## config.mk

```make
export PLATFORM = sky130hd
export DESIGN_NAME = pwm_deadtime_gen
export DESIGN_NICKNAME = d
export VERILOG_FILES = /design/src/rtl/pwm_deadtime_gen_pkg.sv /design/src/rtl/pwm_deadtime_gen_deadtime_fsm.sv /design/src/rtl/pwm_deadtime_gen.sv
export SDC_FILE = /design/constraint.sdc
export NUM_CORES = 1
export LEC_CHECK = 0
export ABC_AREA = 1
export BUFFER_PORTS_ARGS = -buffer_cell sky130_fd_sc_hd__buf_2
export CORE_MARGIN = 2
export CORE_UTILIZATION = 38
export DETAILED_ROUTE_END_ITERATION = 8
export SLEW_MARGIN = 20
export SYNTH_ARGS = -nofsm -noshare
export SYNTH_HDL_FRONTEND = slang
export SYNTH_HIERARCHICAL = 1
export SYNTH_SLANG_ARGS = --single-unit
```

## constraint.sdc

```tcl
create_clock -name clk_i -period 2.1 [get_ports clk_i]
set_clock_uncertainty 0.2 [all_clocks]
set_input_delay 0.105 -clock clk_i [delete_from_list [all_inputs] [get_ports clk_i]]
set_output_delay 0.105 -clock clk_i [all_outputs]
set_load 0.01 [all_outputs]
```

## src/rtl/pwm_deadtime_gen_pkg.sv

```systemverilog
// Shared constants for the PWM dead-time generator.
//   - Default carrier peak, bus width, dead time and dead-time counter width.
//     These must match the ramp generator feeding this block.
//   - Dead-time FSM state type and 3-bit state encodings.
package pwm_deadtime_gen_pkg;

   // Carrier peak; the ramp runs 0..PRD_DEF..0.
   localparam int unsigned PRD_DEF       = 450;
   // Width of the ramp and duty buses.
   localparam int unsigned W_DEF         = 11;
   // Dead time in clock cycles (legal 1..255).
   localparam int unsigned DT_CYCLES_DEF = 5;
   // Dead-time counter width.
   localparam int unsigned DTW_DEF       = 8;

   localparam int unsigned STATE_W = 3;

   typedef logic [STATE_W-1:0] dt_state_t;

   localparam dt_state_t StIdle   = 3'd0;
   localparam dt_state_t StDtToHi = 3'd1;
   localparam dt_state_t StHi     = 3'd2;
   localparam dt_state_t StDtToLo = 3'd3;
   localparam dt_state_t StLo     = 3'd4;

endpackage

```

## src/rtl/pwm_deadtime_gen_deadtime_fsm.sv

```systemverilog
// Shoot-through-safe dead-time state machine for one complementary gate pair.
//
// Ports:
//   clk_i      reference clock, posedge
//   rst_i      synchronous active-high reset
//   pwm_raw_i  registered comparator output (1 = upper switch wanted)
//   enable_i   gate enable; low forces both gates off on the next edge
//   fault_i    latched fault; high forces both gates off on the next edge
//   gate_hi_o  upper switch gate, registered
//   gate_lo_o  lower switch gate, registered
//
// Every transition into a conducting state passes through a DT state that
// holds both gates off for DT_CYCLES cycles. Turning off never waits.
module pwm_deadtime_gen_deadtime_fsm
   import pwm_deadtime_gen_pkg::*;
#(
   parameter int unsigned DT_CYCLES = DT_CYCLES_DEF,
   parameter int unsigned DTW       = DTW_DEF
) (
   input  logic clk_i,
   input  logic rst_i,
   input  logic pwm_raw_i,
   input  logic enable_i,
   input  logic fault_i,
   output logic gate_hi_o,
   output logic gate_lo_o
);

   if ((DT_CYCLES < 1) || (DT_CYCLES > 255) || ((DT_CYCLES - 1) >= (1 << DTW)))
   begin : g_bad_dt
      $error("DT_CYCLES must be in 1..255 and DT_CYCLES-1 must fit in DTW bits");
   end

   localparam logic [DTW-1:0] DtLoad = DTW'(DT_CYCLES - 1);

   dt_state_t      state_q, state_d;
   logic [DTW-1:0] dt_cnt_q, dt_cnt_d;
   logic           gate_hi_q, gate_lo_q;

   always_comb begin
      state_d  = state_q;
      dt_cnt_d = dt_cnt_q;

      if (!enable_i || fault_i) begin
         // Turn-off is always safe, so dead time is bypassed here.
         state_d  = StIdle;
         dt_cnt_d = '0;
      end else begin
         case (state_q)
            StIdle: begin
               state_d  = pwm_raw_i ? StDtToHi : StDtToLo;
               dt_cnt_d = DtLoad;
            end
            StDtToHi: begin
               // A flip wins over expiry: pulses shorter than the dead time
               // are swallowed rather than producing a sliver of conduction.
               if (!pwm_raw_i) begin
                  state_d  = StDtToLo;
                  dt_cnt_d = DtLoad;
               end else if (dt_cnt_q == '0) begin
                  state_d = StHi;
               end else begin
                  dt_cnt_d = dt_cnt_q - DTW'(1);
               end
            end
            StDtToLo: begin
               if (pwm_raw_i) begin
                  state_d  = StDtToHi;
                  dt_cnt_d = DtLoad;
               end else if (dt_cnt_q == '0) begin
                  state_d = StLo;
               end else begin
                  dt_cnt_d = dt_cnt_q - DTW'(1);
               end
            end
            StHi: begin
               if (!pwm_raw_i) begin
                  state_d  = StDtToLo;
                  dt_cnt_d = DtLoad;
               end
            end
            StLo: begin
               if (pwm_raw_i) begin
                  state_d  = StDtToHi;
                  dt_cnt_d = DtLoad;
               end
            end
            default: begin
               state_d  = StIdle;
               dt_cnt_d = '0;
            end
         endcase
      end
   end

   // Gates decode the next state so each is a clean flop output; only one
   // of StHi/StLo can be state_d, so both gates can never be high together.
   always_ff @(posedge clk_i) begin
      if (rst_i) begin
         state_q   <= StIdle;
         dt_cnt_q  <= '0;
         gate_hi_q <= 1'b0;
         gate_lo_q <= 1'b0;
      end else begin
         state_q   <= state_d;
         dt_cnt_q  <= dt_cnt_d;
         gate_hi_q <= (state_d == StHi);
         gate_lo_q <= (state_d == StLo);
      end
   end

   assign gate_hi_o = gate_hi_q;
   assign gate_lo_o = gate_lo_q;

endmodule

```

## src/rtl/pwm_deadtime_gen.sv

```systemverilog
// Carrier-compare PWM with double-buffered duty, dead time and latched trip.
// One instance per FCML switch pair, fed by that cell's phase-shifted ramp.
//
// Ports:
//   clk_i          reference clock, posedge
//   rst_i          synchronous active-high reset
//   ramp_ref_i     unsigned triangular carrier, 0..PRD
//   duty_ref_i     unsigned duty command
//   duty_valid_i   captures duty_ref_i into the shadow register
//   enable_i       gate enable; low forces both gates off
//   trip_i         fault source, sampled on clk_i and latched
//   trip_clr_i     clears the latched fault when trip_i is low
//   gate_hi_o      upper switch gate, registered
//   gate_lo_o      lower switch gate, registered
//   duty_active_o  duty currently used by the comparator
//   fault_o        latched trip status
module pwm_deadtime_gen
   import pwm_deadtime_gen_pkg::*;
#(
   parameter int unsigned PRD       = PRD_DEF,
   parameter int unsigned W         = W_DEF,
   parameter int unsigned DT_CYCLES = DT_CYCLES_DEF,
   parameter int unsigned DTW       = DTW_DEF
) (
   input  logic         clk_i,
   input  logic         rst_i,
   input  logic [W-1:0] ramp_ref_i,
   input  logic [W-1:0] duty_ref_i,
   input  logic         duty_valid_i,
   input  logic         enable_i,
   input  logic         trip_i,
   input  logic         trip_clr_i,
   output logic         gate_hi_o,
   output logic         gate_lo_o,
   output logic [W-1:0] duty_active_o,
   output logic         fault_o
);

   // PRD+1 encodes 100% duty and must be representable.
   if ((PRD + 1) >= (1 << W)) begin : g_bad_prd
      $error("PRD+1 must fit in W bits");
   end

   localparam logic [W-1:0] PrdW     = W'(PRD);
   localparam logic [W-1:0] DutyFull = W'(PRD + 1);

   logic [W-1:0] shadow_q, shadow_d;
   logic [W-1:0] duty_active_q, duty_active_d;
   logic         pwm_raw_q, pwm_raw_d;
   logic         fault_q, fault_d;
   logic         at_extremum;

   assign at_extremum = (ramp_ref_i == '0) || (ramp_ref_i == PrdW);

   always_comb begin
      shadow_d = shadow_q;
      if (duty_valid_i) begin
         shadow_d = (duty_ref_i > DutyFull) ? DutyFull : duty_ref_i;
      end

      // Loads the pre-edge shadow, so a capture coinciding with an extremum
      // only takes effect at the following one.
      duty_active_d = duty_active_q;
      if (at_extremum) begin
         duty_active_d = shadow_q;
      end

      pwm_raw_d = (ramp_ref_i < duty_active_q);

      // Trip dominates clear.
      fault_d = fault_q;
      if (trip_i) begin
         fault_d = 1'b1;
      end else if (trip_clr_i) begin
         fault_d = 1'b0;
      end
   end

   always_ff @(posedge clk_i) begin
      if (rst_i) begin
         shadow_q      <= '0;
         duty_active_q <= '0;
         pwm_raw_q     <= 1'b0;
         fault_q       <= 1'b0;
      end else begin
         shadow_q      <= shadow_d;
         duty_active_q <= duty_active_d;
         pwm_raw_q     <= pwm_raw_d;
         fault_q       <= fault_d;
      end
   end

   pwm_deadtime_gen_deadtime_fsm #(
      .DT_CYCLES (DT_CYCLES),
      .DTW       (DTW)
   ) u_deadtime_fsm (
      .clk_i     (clk_i),
      .rst_i     (rst_i),
      .pwm_raw_i (pwm_raw_q),
      .enable_i  (enable_i),
      .fault_i   (fault_q),
      .gate_hi_o (gate_hi_o),
      .gate_lo_o (gate_lo_o)
   );

   assign duty_active_o = duty_active_q;
   assign fault_o       = fault_q;

endmodule

```

==> impl_results.md <==
* Synth-to-Final Area Change at 24.8%
* Synthesized area per cell at between 6 and 7 µm²
* Data arrival time of the worst path at between 2 and 2.5 ns
* DR WL/cell at 10.3 µm
* HP Class: input port to flip-flop
* Worst reg-to-reg path cell count at 4
* Total GRT Usage at 0.164
* Peak VDD IR at 0.245 mV
* HPWL after DPL at approximately 3600 µm
* Pwr dens at 531 mW/mm²
* Slowest CP cell: dlygate4sd3_1
* # port buffers at approximately 40
* Initial antenna violation count at 0
* Final Cycle Share at 0.989
* Flop and latch count out of synthesis at 37
* Most used cell, CP: dlygate4sd3_1
* WHS Endpoint: shadow_q[3]
* Busiest grt layer: met2
* Boundary pin count at 42
* Largest net degree at the start of global routing at 15
* F_max at 482 MHz
* Worst R2R Start: fault_o
* DR iter-0 viols at 75
* Worst Path Required at 2.07 ns
* Core Util, Final at 0.493
* H-tree depth at 2
* Most common cell after layout, fill and taps aside: nand2_1
* Final Hold Viols at 0
* Status: complete, no violations
* Worst setup EP type: flip-flop
* Yosys warns at 6
* Die ar. at between 0.006 and 0.007 mm²
* Longest Clk Path Bufs at 2
* First-pass DRT Iterations at 4
* Min-delay src: duty_ref_i[3]
* CP cell instances: dlygate4sd3_1 > buf_2 > a21oi_1 > dlygate4sd3_1 > nor2_1 > dlygate4sd3_1
* Slew headroom at 0.643
* Row cnt at 27
* Min Hold Slack at 0.00220 ns
* Core box area at roughly 0.0055 mm²
* Grt total ovfl at 0
* Crit path time final at roughly 2.1 ns
* Startpoint Class: input port
* Clk slew on worst S/H paths at ~0.070 ns
* Clk sink count at 37
* Via count at 2068
* Critical Path Source: trip_i
* Commonest non-fill, non-tap cells in the layout: 67 x nand2_1, 60 x inv_1, 47 x nor2_1, 41 x buf_2, 37 x dfxtp_1
* First-pass GRT wire length at roughly 8000 µm
* Routability-driven placement congestion ratio at about 0.8
* Hold Path Depth at 5
* Root Driver: clkbuf_8
* Leakage at between 1 and 1.5 nW
* Met1 usage in global routing at 0.182
* Initial Util at 0.395
* Post-CTS Resized at 0
* Fin. max-slew vios at 0
* Flop2flop setup slack at approximately 0.13 ns
* GR met3 Demand/Resource at 0.0430
* Routed WL at 4700 µm
* Die H at ~80 µm
* Global routing usage on met2 at 0.306
* Final setup fails at 0
* Post-route setup TNS at 0 ns
* Layout Nets at approximately 430
* Ant diodes at 0
* Post-CTS setup repair buffer count at 0
* Worst slew pin tran at approximately 0.54 ns
* Post-synthesis sequential area ratio at 0.340
* Detailed-route DRC error count at 0
* Synthesized Nets at 362
* Cell variety after synth at 32
* Post-synthesis cell area at roughly 0.0022 mm²
* Clk_lat worst skew at 0.29 ns
* Hold_buf cts at 18
* Max-cap violations at 0
* Vias in the first global route at about 2000
* Layout cells sized above 1 at 0.197
* Unrepaired setup endpoints after global routing: false
* Slowest stage delay, CP at about 0.58 ns
* CTS Buf Count at 5
* Die width at roughly 80 µm
* CP Class: input port to flip-flop
* TritonCTS clock tree: done
* Crit Path Max Fanout at 1
* Vias/cell at ~4.5
* Post-synthesis cell count at 322
* Critical R2R Capture: fault_o
* ANT nets after route at 0
[final cells by class]
| type | count | area, µm² |
|---|---|---|
| Fill cell | 590 | 2790 |
| Timing Repair Buffer | 62 | 408 |
| Sequential cell | 37 | 741 |
| Clock buffer | 6 | 72.6 |
| Multi-Input combinational cell | 212 | 1140 |
| Inverter | 67 | 251 |
| Clock inverter | 2 | 10.0 |
| Tap cell | 72 | 90.1 |
[synth_stat cells]
cell	number	share of area
buf_2	3	0.0069
o21a_1	1	0.0034
o21ai_2	2	0.0080
nand3b_1	1	0.0034
nand4_1	14	0.040
inv_2	6	0.010
nand2_2	2	0.0057
ha_1	12	0.069
dfxtp_1	37	0.34
inv_1	60	0.10
a211oi_2	1	0.0057
clkinv_1	1	0.0017
nand3_1	14	0.032
nor3_2	2	0.0092
a211oi_1	2	0.0069
o211ai_1	1	0.0034
xor2_1	4	0.016
nor2_1	47	0.081
nor2_8	1	0.0092
nand3_2	4	0.018
a221oi_1	1	0.0040
nor2_2	4	0.011
nor2_4	1	0.0052
buf_1	1	0.0017
o21ai_0	9	0.021
a21oi_2	1	0.0040
buf_6	2	0.010
a21oi_1	15	0.034
and3_1	1	0.0029
nand2_1	67	0.12
o21ai_1	4	0.0092
a22oi_2	1	0.0057
[worst max-delay path by stage]
stage                                       to  slack, ns  depth (start not counted)
finish                                 fault_o       0.02                          6
CTS                                    fault_o       0.09                          6
global placement    u_deadtime_fsm/dt_cnt_q[2]       0.50                          9
global route                           fault_o       0.01                          6
floorplan            u_deadtime_fsm/state_q[0]       0.63                          9
detailed placement  u_deadtime_fsm/dt_cnt_q[4]       0.44                          8
[metrics by stage]
stage / worst slack (ns) / total power, mW / instances / area (µm²)
3_5_place_dp: 0.441 / 0.951 / 432 / 2450
4_1_cts: 0.0910 / 1.45 / 458 / 2720
6_report: 0.0233 / 1.44 / 458 / 2720
5_1_grt: 0.0135 / 1.53 / 458 / 2720
2_1_floorplan: 0.626 / 0.883 / 322 / 2180
3_3_place_gp: 0.497 / 0.951 / 432 / 2450
[power by group]
part           switching (mW)  internal (mW)
clock                   0.252          0.230
sequential             0.0120          0.719
combinational           0.128          0.101
total                   0.392           1.05
[flip-flops by register name (all words and copies together) (netlist names)]
signal,flops
duty_active_o,11
fault_o,1
pwm_raw_q,1
shadow_q,11
u_deadtime_fsm/dt_cnt_q,8
u_deadtime_fsm/gate_hi_o,1
u_deadtime_fsm/gate_lo_o,1
u_deadtime_fsm/state_q,3
[metal layers]
layer	routed length [µm]	vias to the layer above	part of all wire
li1	-	1134	-
met1	2120	904	0.45
met2	2400	26	0.51
met3	129	4	0.027
met4	45	0	0.0096
met5	0	-	0
[cell families after synthesis]
group | count (synthesis) | share of synthesized area
buffers and inverters | 73 | 0.134
adder cells (fa/ha/maj) | 12 | 0.0690
AND/OR/NAND/NOR | 158 | 0.334
flip-flops | 37 | 0.340
XOR/XNOR | 4 | 0.0161
AO/OA/AOI/OAI | 38 | 0.106
[critical path: cells and delay by family]
family / cells / cell delay [ns]
buf+inv: 4 / 1.79
simple gates: 1 / 0.04
compound gates: 1 / 0.12
No activity file was read; power rests on OpenSTA's default activity.
